==> src/rtl/uart_cfg_core_if.sv <==
// rtl/uart_cfg_core_if.sv - transmit/receive word handshake bundle for uart_cfg_core
//
// Purpose: groups the parallel-side signals of the UART.
//   tx_data/tx_start   : word and request toward the transmitter
//   tx_busy            : transmitter frame in progress
//   rx_data/rx_valid   : last received word and its one-cycle strobe
//   rx_parity_err      : parity mismatch on the word flagged by rx_valid
//   rx_frame_err       : stop bit sampled low on the word flagged by rx_valid
// Modports: slave = UART core side, master = user side.

interface uart_cfg_core_if #(
    parameter int DATA_BITS = 8
);
    logic [DATA_BITS-1:0] tx_data;
    logic                 tx_start;
    logic                 tx_busy;
    logic [DATA_BITS-1:0] rx_data;
    logic                 rx_valid;
    logic                 rx_parity_err;
    logic                 rx_frame_err;

    modport slave (
        input  tx_data, tx_start,
        output tx_busy, rx_data, rx_valid, rx_parity_err, rx_frame_err
    );

    modport master (
        output tx_data, tx_start,
        input  tx_busy, rx_data, rx_valid, rx_parity_err, rx_frame_err
    );
endinterface

==> src/rtl/uart_cfg_core.sv <==
// rtl/uart_cfg_core.sv - parameterised UART transmitter/receiver on a 16x tick enable
//
// Purpose: UART pair running on hclk with an internal 16x oversampling tick.
//   Frame: start, DATA_BITS (5..9) LSB first, optional parity, STOP_BITS stop bits.
// Ports:
//   hclk     : system clock, rising edge
//   rst      : synchronous active-high reset
//   rx       : serial input (asynchronous, idle high)
//   tx       : serial output (idle high)
//   bus      : uart_cfg_core_if.slave word handshake
//   loopback : only with UART_LOOPBACK_EN defined; routes internal tx to the
//              receiver and holds the tx pin high
// Optional feature macro: UART_LOOPBACK_EN

module uart_cfg_core #(
    parameter int CLK_FREQ  = 12000000,
    parameter int BAUD      = 9600,
    parameter int DATA_BITS = 8,
    parameter int PARITY    = 0,
    parameter int STOP_BITS = 1
) (
    input  logic            hclk,
    input  logic            rst,
    input  logic            rx,
    output logic            tx,
    uart_cfg_core_if.slave  bus
`ifdef UART_LOOPBACK_EN
    ,
    input  logic            loopback
`endif
);

    localparam int DIV_RAW = CLK_FREQ / (BAUD * 16);
    localparam int DIV     = (DIV_RAW < 1) ? 1 : DIV_RAW;
    localparam int CW      = (DIV > 1) ? $clog2(DIV) : 1;
    localparam logic [CW-1:0] DIV_LAST  = CW'(DIV - 1);
    localparam logic [3:0]    LAST_DATA = 4'(DATA_BITS - 1);
    localparam logic [3:0]    LAST_STOP = 4'(STOP_BITS - 1);
    localparam logic          PAR_EN    = (PARITY != 0);
    localparam logic          PAR_ODD   = (PARITY == 1);

    // ---------------- tick generator ----------------
    logic [CW-1:0] div_q;
    logic          tick;

    assign tick = (div_q == DIV_LAST);

    always_ff @(posedge hclk) begin
        if (rst || tick) div_q <= '0;
        else             div_q <= div_q + 1'b1;
    end

    // ---------------- transmitter ----------------
    typedef enum logic [2:0] {TX_IDLE, TX_WAIT, TX_START, TX_DATA, TX_PAR, TX_STOP} tx_state_t;

    tx_state_t            tx_st_q;
    logic [DATA_BITS-1:0] tx_sh_q;
    logic                 tx_par_q;
    logic                 tx_q;
    logic                 tx_busy_q;
    logic [3:0]           tx_tcnt_q;
    logic [3:0]           tx_bit_q;

    // Every bit state advances on the tick where the 4-bit tick count is 15;
    // the counter wraps to 0 by itself so the next bit starts cleanly.
    always_ff @(posedge hclk) begin
        if (rst) begin
            tx_st_q   <= TX_IDLE;
            tx_sh_q   <= '0;
            tx_par_q  <= 1'b0;
            tx_q      <= 1'b1;
            tx_busy_q <= 1'b0;
            tx_tcnt_q <= '0;
            tx_bit_q  <= '0;
        end else begin
            case (tx_st_q)
                TX_IDLE: begin
                    if (bus.tx_start) begin
                        tx_sh_q   <= bus.tx_data;
                        tx_par_q  <= PAR_ODD ? ~^bus.tx_data : ^bus.tx_data;
                        tx_busy_q <= 1'b1;
                        tx_st_q   <= TX_WAIT;
                    end
                end
                TX_WAIT: begin
                    if (tick) begin
                        tx_q      <= 1'b0;
                        tx_tcnt_q <= '0;
                        tx_st_q   <= TX_START;
                    end
                end
                TX_START: begin
                    if (tick) begin
                        tx_tcnt_q <= tx_tcnt_q + 4'd1;
                        if (tx_tcnt_q == 4'd15) begin
                            tx_q     <= tx_sh_q[0];
                            tx_sh_q  <= tx_sh_q >> 1;
                            tx_bit_q <= '0;
                            tx_st_q  <= TX_DATA;
                        end
                    end
                end
                TX_DATA: begin
                    if (tick) begin
                        tx_tcnt_q <= tx_tcnt_q + 4'd1;
                        if (tx_tcnt_q == 4'd15) begin
                            if (tx_bit_q == LAST_DATA) begin
                                tx_bit_q <= '0;
                                if (PAR_EN) begin
                                    tx_q    <= tx_par_q;
                                    tx_st_q <= TX_PAR;
                                end else begin
                                    tx_q    <= 1'b1;
                                    tx_st_q <= TX_STOP;
                                end
                            end else begin
                                tx_q     <= tx_sh_q[0];
                                tx_sh_q  <= tx_sh_q >> 1;
                                tx_bit_q <= tx_bit_q + 4'd1;
                            end
                        end
                    end
                end
                TX_PAR: begin
                    if (tick) begin
                        tx_tcnt_q <= tx_tcnt_q + 4'd1;
                        if (tx_tcnt_q == 4'd15) begin
                            tx_q     <= 1'b1;
                            tx_bit_q <= '0;
                            tx_st_q  <= TX_STOP;
                        end
                    end
                end
                TX_STOP: begin
                    if (tick) begin
                        tx_tcnt_q <= tx_tcnt_q + 4'd1;
                        if (tx_tcnt_q == 4'd15) begin
                            if (tx_bit_q == LAST_STOP) begin
                                tx_busy_q <= 1'b0;
                                tx_st_q   <= TX_IDLE;
                            end else begin
                                tx_bit_q <= tx_bit_q + 4'd1;
                            end
                        end
                    end
                end
                default: tx_st_q <= TX_IDLE;
            endcase
        end
    end

    // ---------------- line routing ----------------
    logic rx_in;
`ifdef UART_LOOPBACK_EN
    assign rx_in = loopback ? tx_q : rx;
    assign tx    = loopback ? 1'b1 : tx_q;
`else
    assign rx_in = rx;
    assign tx    = tx_q;
`endif

    // ---------------- receiver ----------------
    typedef enum logic [2:0] {RX_IDLE, RX_START, RX_DATA, RX_PAR, RX_STOP, RX_BREAK} rx_state_t;

    logic                 rx_s1_q, rx_s2_q;
    rx_state_t            rx_st_q;
    logic [3:0]           rx_tcnt_q;
    logic [3:0]           rx_bit_q;
    logic [DATA_BITS-1:0] rx_sh_q;
    logic                 rx_pbit_q;
    logic [DATA_BITS-1:0] rx_data_q;
    logic                 rx_valid_q;
    logic                 rx_perr_q;
    logic                 rx_ferr_q;
    logic                 rx_par_calc;

    assign rx_par_calc = PAR_ODD ? ~^rx_sh_q : ^rx_sh_q;

    always_ff @(posedge hclk) begin
        if (rst) begin
            rx_s1_q <= 1'b1;
            rx_s2_q <= 1'b1;
        end else begin
            rx_s1_q <= rx_in;
            rx_s2_q <= rx_s1_q;
        end
    end

    // START samples after 8 ticks (mid start bit); every later sample is 16
    // ticks after the previous one, landing on bit mid-points.
    always_ff @(posedge hclk) begin
        if (rst) begin
            rx_st_q    <= RX_IDLE;
            rx_tcnt_q  <= '0;
            rx_bit_q   <= '0;
            rx_sh_q    <= '0;
            rx_pbit_q  <= 1'b0;
            rx_data_q  <= '0;
            rx_valid_q <= 1'b0;
            rx_perr_q  <= 1'b0;
            rx_ferr_q  <= 1'b0;
        end else begin
            rx_valid_q <= 1'b0;
            case (rx_st_q)
                RX_IDLE: begin
                    if (!rx_s2_q) begin
                        rx_tcnt_q <= '0;
                        rx_st_q   <= RX_START;
                    end
                end
                RX_START: begin
                    if (tick) begin
                        if (rx_tcnt_q == 4'd7) begin
                            rx_tcnt_q <= '0;
                            rx_bit_q  <= '0;
                            if (rx_s2_q) rx_st_q <= RX_IDLE;
                            else         rx_st_q <= RX_DATA;
                        end else begin
                            rx_tcnt_q <= rx_tcnt_q + 4'd1;
                        end
                    end
                end
                RX_DATA: begin
                    if (tick) begin
                        rx_tcnt_q <= rx_tcnt_q + 4'd1;
                        if (rx_tcnt_q == 4'd15) begin
                            rx_sh_q <= {rx_s2_q, rx_sh_q[DATA_BITS-1:1]};
                            if (rx_bit_q == LAST_DATA) begin
                                if (PAR_EN) rx_st_q <= RX_PAR;
                                else        rx_st_q <= RX_STOP;
                            end else begin
                                rx_bit_q <= rx_bit_q + 4'd1;
                            end
                        end
                    end
                end
                RX_PAR: begin
                    if (tick) begin
                        rx_tcnt_q <= rx_tcnt_q + 4'd1;
                        if (rx_tcnt_q == 4'd15) begin
                            rx_pbit_q <= rx_s2_q;
                            rx_st_q   <= RX_STOP;
                        end
                    end
                end
                RX_STOP: begin
                    if (tick) begin
                        rx_tcnt_q <= rx_tcnt_q + 4'd1;
                        if (rx_tcnt_q == 4'd15) begin
                            rx_data_q  <= rx_sh_q;
                            rx_valid_q <= 1'b1;
                            rx_perr_q  <= PAR_EN && (rx_par_calc != rx_pbit_q);
                            rx_ferr_q  <= !rx_s2_q;
                            // a low stop bit may be a break: hold off until the line idles
                            if (rx_s2_q) rx_st_q <= RX_IDLE;
                            else         rx_st_q <= RX_BREAK;
                        end
                    end
                end
                RX_BREAK: begin
                    if (rx_s2_q) rx_st_q <= RX_IDLE;
                end
                default: rx_st_q <= RX_IDLE;
            endcase
        end
    end

    assign bus.tx_busy       = tx_busy_q;
    assign bus.rx_data       = rx_data_q;
    assign bus.rx_valid      = rx_valid_q;
    assign bus.rx_parity_err = rx_perr_q;
    assign bus.rx_frame_err  = rx_ferr_q;

endmodule
==> src/flat_wrapper.sv <==
// flat-port wrapper written by rule: the top's interface ports become plain ports
module uart_cfg_core_flat 
#(
    parameter int CLK_FREQ  = 12000000,
    parameter int BAUD      = 9600,
    parameter int DATA_BITS = 8,
    parameter int PARITY    = 0,
    parameter int STOP_BITS = 1
)
  (hclk, rst, rx, tx, bus_tx_data, bus_tx_start, bus_tx_busy, bus_rx_data, bus_rx_valid, bus_rx_parity_err, bus_rx_frame_err);
  uart_cfg_core_if #(.DATA_BITS(DATA_BITS)) bus_i ();
  input  logic hclk;
  input  logic rst;
  input  logic rx;
  output logic tx;
  input wire logic [$bits(bus_i.tx_data)-1:0] bus_tx_data;
  input wire logic [$bits(bus_i.tx_start)-1:0] bus_tx_start;
  output wire logic [$bits(bus_i.tx_busy)-1:0] bus_tx_busy;
  output wire logic [$bits(bus_i.rx_data)-1:0] bus_rx_data;
  output wire logic [$bits(bus_i.rx_valid)-1:0] bus_rx_valid;
  output wire logic [$bits(bus_i.rx_parity_err)-1:0] bus_rx_parity_err;
  output wire logic [$bits(bus_i.rx_frame_err)-1:0] bus_rx_frame_err;
  assign bus_i.tx_data = bus_tx_data;
  assign bus_i.tx_start = bus_tx_start;
  assign bus_tx_busy = bus_i.tx_busy;
  assign bus_rx_data = bus_i.rx_data;
  assign bus_rx_valid = bus_i.rx_valid;
  assign bus_rx_parity_err = bus_i.rx_parity_err;
  assign bus_rx_frame_err = bus_i.rx_frame_err;
  uart_cfg_core #(.CLK_FREQ(CLK_FREQ), .BAUD(BAUD), .DATA_BITS(DATA_BITS), .PARITY(PARITY), .STOP_BITS(STOP_BITS)) u_core (.hclk(hclk), .rst(rst), .rx(rx), .tx(tx), .bus(bus_i));
endmodule
==> config.mk <==
export PLATFORM = sky130hd
export DESIGN_NAME = uart_cfg_core_flat
export DESIGN_NICKNAME = d
export VERILOG_FILES = /design/src/rtl/uart_cfg_core_if.sv /design/src/rtl/uart_cfg_core.sv /design/src/flat_wrapper.sv
export SDC_FILE = /design/constraint.sdc
export NUM_CORES = 1
export LEC_CHECK = 0
export BUFFER_PORTS_ARGS = -buffer_cell sky130_fd_sc_hd__buf_2
export CAP_MARGIN = 20
export CORE_UTILIZATION = 53
export CTS_CLUSTER_DIAMETER = 100
export DETAILED_ROUTE_END_ITERATION = 10
export GPL_TIMING_DRIVEN = 0
export PLACE_DENSITY = 0.85
export SYNTH_ARGS = -nofsm -noshare
export SYNTH_HDL_FRONTEND = slang
export SYNTH_SLANG_ARGS = --single-unit
==> constraint.sdc <==
create_clock -name hclk -period 1.9 [get_ports hclk]
set_input_delay 0.095 -clock hclk [delete_from_list [all_inputs] [get_ports hclk]]
set_output_delay 0.095 -clock hclk [all_outputs]
set_load 0.01 [all_outputs]
# [Yosys cells after proc, flatten, opt, wreduce, memory -nomap -nowiden]
# Cells that the tools add are included.
[word_totals] register_bits=59 inputBits=12 output_inout_bits=13 word_cells=168
[classes] addsub=5 eq_ne=46 muxes=72 n_bitwise=2 reduce_logical=27
[op_table] cell="4-bit 2-to-1 mux" n=19
[op_table] cell="3-bit 2-to-1 mux" n=24
[op_table] cell="2-bit by 1-bit inequality test with 1-bit output (second input constant)" n=25
[op_table] cell="8-bit 2-to-1 mux" n=6
[op_table] cell="3-bit case mux with 6 select lines" n=2
[op_table] cell="4-bit case mux with 3 select lines" n=2
[op_table] cell="8-bit case mux with 3 select lines" n=1
[op_table] cell="4-bit by 1-bit adder with 4-bit output (second input constant)" n=4
[op_table] cell="4-bit case mux with 2 select lines" n=2
[op_table] cell="8-bit AND reduction" n=2
[op_table] cell="1-bit 2-to-1 mux" n=13
[op_table] cell="3-bit by 2-bit == test with 1-bit output (second input constant)" n=4
[op_table] cell="3-bit == test (second input constant)" n=4
[op_table] cell="4-bit by 3-bit == test with 1-bit output (second input constant)" n=3
[op_table] cell="12-bit AND reduction" n=1
[op_table] cell="11-bit AND reduction" n=1
[op_table] cell="2-bit inequality test (second input constant)" n=5
[op_table] cell="3-bit AND reduction" n=3
[op_table] cell="3-bit nonzero test" n=3
[op_table] cell="4-bit == test (second input constant)" n=2
[op_table] cell="7-bit by 1-bit adder with 7-bit output (second input constant)" n=1
[op_table] cell="7-bit == test (second input constant)" n=1
[op_table] cell="7-bit AND reduction" n=1
[op_table] cell="3-bit by 1-bit == test with 1-bit output (second input constant)" n=2
[op_table] cell="other kinds (16)" n=21

# [Logic depth before layout (Yosys ltp)]
[logic_depth] word_depth=5 ltp_mapped=8 ltp_nobuf=7

# [Worst setup path after synthesis]
# OpenSTA, ideal clock, no wires.
[synth_timing] path_kind="reg2reg" from="register u_core.div_q[0]" to="register u_core.rx_bit_q[3]" setup_ns=0.070 arrival_time_ns=1.851 t_required_ns=1.830 path_slack_ns=-0.022 stages_incl_launch_ff=7 path_buffers=0 synth_period_minus_slack_ns=1.922 path_cell_list="dfxtp_1 -> ha_1 -> and4bb_1 -> nand2_2 -> or3_4 -> or4_1 -> a21oi_1"
[synth_between] elab_chain_len=3 word_cells_on_any_way=4 classes_between="eq/ne: 3; reduce/logical: 1"
[synth_rtl] element="start: declaration" line_no="uart_cfg_core.sv:43" text="logic [CW-1:0] div_q;"
[synth_rtl] element="start signal: assignment" line_no="uart_cfg_core.sv:50" text="else div_q <= div_q + 1'b1;"
[synth_rtl] element="7-bit == test (*)" line_no="uart_cfg_core.sv:46" text="assign tick = (div_q == DIV_LAST);"
[synth_rtl] element="2-bit by 1-bit inequality test with 1-bit output (no line)"
[synth_rtl] element="6-bit AND reduction (no line) (*)"
[synth_rtl] element="end signal: assignment" line_no="uart_cfg_core.sv:232" text="rx_bit_q <= rx_bit_q + 4'd1;"
[synth_rtl] element="end: declaration" line_no="uart_cfg_core.sv:168" text="logic [3:0] rx_bit_q;"
# Mark *: on every way between the ends. The rest lies on a longest branch, timed or not.
# A chain may end at the register's enable or synchronous reset.

# [Worst setup path in the final report]
[layout_timing] from="register u_core.rx_st_q[2]" to="register u_core.rx_tcnt_q[3]"
[layout_between] elab_chain_len=4 word_cells_on_any_way=12 classes_between="eq/ne: 7; mux: 1; reduce/logical: 4"
[layout_rtl] element="start: declaration" line_no="uart_cfg_core.sv:166" text="rx_state_t rx_st_q;"
[layout_rtl] element="start signal: assignment" line_no="uart_cfg_core.sv:193" text="rx_st_q <= RX_IDLE;"
[layout_rtl] element="start signal: assignment" line_no="uart_cfg_core.sv:208" text="rx_st_q <= RX_START;"
[layout_rtl] element="start signal: assignment" line_no="uart_cfg_core.sv:216" text="if (rx_s2_q) rx_st_q <= RX_IDLE;"
[layout_rtl] element="3-bit by 2-bit == test with 1-bit output (tied with other cells)" line_no="uart_cfg_core.sv:204" text="case (rx_st_q)"
[layout_rtl] element="3-bit OR reduction (no line)"
[layout_rtl] element="2-bit by 1-bit inequality test with 1-bit output (no line) / 3-bit nonzero test (equally long branches)"
[layout_rtl] element="4-bit AND reduction (no line)"
[layout_rtl] element="end signal: assignment" line_no="uart_cfg_core.sv:219" text="rx_tcnt_q <= rx_tcnt_q + 4'd1;"
[layout_rtl] element="end signal: assignment" line_no="uart_cfg_core.sv:225" text="rx_tcnt_q <= rx_tcnt_q + 4'd1;"
[layout_rtl] element="end signal: assignment" line_no="uart_cfg_core.sv:239" text="rx_tcnt_q <= rx_tcnt_q + 4'd1;"
[layout_rtl] element="end: declaration" line_no="uart_cfg_core.sv:167" text="logic [3:0] rx_tcnt_q;"
# Several ways; a longest one is shown, not always the timed one.

==> flow_summary.toml <==
[layout]
multiInputGateArea_um2 = 1740
area_growth_pct = 26.3
most-common-layout-cells = "50 x dfxtp_1, 43 x nand2_1, 35 x a21oi_1"
layout_commonest_cell = "dfxtp_1"
drive_above_1_share_pct = 26.1
nets = 408
fillCellCount = 388
antennaDiodeCount = 0
seq_area_um2 = 1200

[timing]
hold_ws_ns = 0.0224
finalCritPeriodShare_pct = 101
fmax_ghz = 0.522
finalCriticalPeriod_ns = 1.92
tightest_slew_ns = 0.594
setup_tns_ns = -0.0161
rsz0062_at_grt = "yes"
hold_viol = 0
finalSetupViolCount = 1
slew_violations = 0
finClkSkew_ns = 0.0103
worst_slack_ns = -0.0161
slew_headroom_pct = 60.4

[yosys]
ys_seq_area_share_pct = 41.5
syn_area_um2 = 2850
synth-seq-cells = 59
synthCells = 343
synth.avg_cell_area_um2 = 8.30
yosysUniqueCellTypes = 59
ys_warn_count = 0
async_reset_ff_share_pct = 0
synth_top_flop_cell = "dfxtp_1"
synth_edf_count = 0
synthesis.nets = 362

[global_routing]
grt_pass1_wl_mm = 11.1
grt_max_degree = 11
grt_overflow = 0
globalRouteTotalUtil_pct = 26.0
antenna_found_initial = 0
grt_pass1_vias = 2482

[setup_path]
endpoint_kind = "flip-flop"
crit_chain = "or3b_4, a211oi_4, nor2_2, or4_1, a21oi_1"
path_class = "flip-flop to flip-flop"
r2r_cells = 5
worstPathMaxFanout = 5
critPathRequiredTime_ns = 2.18
rr_startpoint = "u_core.rx_st_q[2]"
r2r_end = "u_core.rx_tcnt_q[3]"
cpPeakStageDelay_ns = 0.52
r2r_slack_ns = -0.02
critPathLaunchType = "flip-flop"
crit_arrival_ns = 2.20
critPathSlowestCell = "or4_1"

[pwr]
p_total_mw = 2.86
netSwitchingFraction_pct = 23.6
pwr_density_cell_nw_per_um2 = 795
p_comb_share_pct = 8.2
p_leak_nw = 1.37
ir_drop_mv = 0.629
p_clk_share_pct = 46.3
power_frac_seq_pct = 45.5
p_int_mw = 2.18
p_sw_mw = 0.675

[cts]
cts_buffer_depth = 2
cts_made_buffers = 9
htreeDepth = 3
clkSlewWorstSetupHoldPaths_ns = 0.07
root_buffer = "clkbuf_8"
cts_tree = "built"
cts_sinks = 59
clock_latency_ns = 0.35

[floorplanning]
die_h_um = 75.3
ios = 25
start_util_pct = 55.4
die-area_um2 = 5670
die_w_um = 75.3
rows = 26
coreArea_um2 = 5140

[status]
violations = "setup timing"
status = "finished, violations left"

[detailed_routing]
drt-pass1-iter-count = 6
wl_per_cell_um = 15.3
viasPerCell = 5.87
finalWirelength_mm = 7.10
vias = 2722
drc = 0
antenna_left = 0
drt_iter0_markers = 210

[placed_design]
place_congestion = 0.948
dp_slack_ns = -0.343
numPortBuffers = 23
place_hpwl_mm = 4.38

[flow_run]
maxCapViolCount = 0

[hold_path]
hold_class = "input pin to flip-flop"
hold_start = "bus_tx_data[7]"
holdPathStages = 3
min_to = "u_core.tx_sh_q[7]"
==> flip-flops by register name, indices dropped and copies added (netlist names), 4 cells and up <==
register,cells
u_core.tx_tcnt_q,4
u_core.div_q,7
u_core.bus.rx_data,8
u_core.rx_bit_q,4
u_core.rx_sh_q,8
u_core.tx_bit_q,4
u_core.tx_sh_q,8
u_core.rx_tcnt_q,4
==> critical path, delay by kind of cell (launching register included) <==
family	cells	cell delay (ns)
AND/OR/NAND/NOR	3	1.06
AO/OA/AOI/OAI	2	0.41
flip-flops	1	0.38
==> area by class of cell <==
type	instances	area share (%)
tap	70	2.44
clock buffer	12	4.32
multi-input combinational	256	48.3
buffer	18	2.71
clock inverter	4	2.02
inverter	10	1.04
timing repair buffer	35	5.88
sequential	59	33.3
==> what timing repair did <==
action	4_1_cts	5_1_grt
setup endpoints to repair	32	38
endpoints found under the hold margin	1	0
buffers inserted	5	6
resized for setup	17	48
pin swaps	8	7
gates cloned	0	0
hold buffers	1	0
==> metal layers <==
metal  vias up  routed length [µm]  global-route usage, %
li1       1323                   -                      -
met1      1266                2910                   29.6
met2       112                3530                   44.5
met3        21                 468                   9.37
met4         0                 186                   10.5
met5         -                   0                      0
==> through the flow <==
step                      instances  area [µm²]  utilization (%)
after floorplan                 343        2850                -
after global placement          436        3050             59.3
after detailed placement        436        3050             59.3
after CTS                       458        3400             66.2
after global routing            464        3590             69.9
final                           464        3590             69.9
==> cells by family after synthesis <==
logic type / synth area share, %
DFF: 41.5
muxes: 3.52
other: 0.132
xor gates and xnor gates: 2.15
buffers and inverters: 4.05
and+or+nand+nor: 27.8
adders and majority gates: 3.08
AOI/OAI and AO/OA: 17.8
==> how the worst max path moves through the flow <==
stage | start | to | cells after the start
floorplan | u_core.div_q[1] | u_core.rx_bit_q[3] | 7
finish | u_core.rx_st_q[2] | u_core.rx_tcnt_q[3] | 5
CTS | u_core.tx_st_q[1] | u_core.tx_sh_q[5] | 7
detailed placement | u_core.div_q[1] | u_core.rx_st_q[1] | 8
global route | u_core.rx_st_q[2] | u_core.rx_tcnt_q[3] | 5
global placement | u_core.div_q[1] | u_core.rx_st_q[1] | 8
==> power by group through the flow <==
stage,Clock (mW),Combinational [mW],Sequential [mW]
after global placement,0,0.177,1.32
after global routing,1.39,0.259,1.31
after CTS,1.32,0.199,1.30
after detailed placement,0,0.185,1.33
after floorplan,0,0.136,1.32
final,1.32,0.236,1.30
==> cell usage after synthesis (all sizes together), types with 3 or more instances <==
library cell / instances / area [µm²]
or4: 3 / 22.5
nor2b: 3 / 18.8
dfxtp: 59 / 1180
inv: 10 / 37.5
buf: 6 / 32.5
nor3: 16 / 80.1
clkbuf: 12 / 45.0
or3b: 3 / 28.8
nor3b: 4 / 35.0
nand2b: 4 / 25.0
or2: 3 / 18.8
nand3b: 3 / 22.5
or3: 5 / 36.3
nand2: 45 / 171
a211oi: 8 / 65.1
nand3: 19 / 95.1
ha: 7 / 87.6
xnor2: 4 / 35.0
o21ai: 14 / 70.1
nor2: 25 / 93.8
nor4: 3 / 25.0
nand4: 3 / 18.8
xor2: 3 / 26.3
mux2i: 10 / 100
a21oi: 40 / 200
Note: power is estimated with default switching activity, not from simulation.
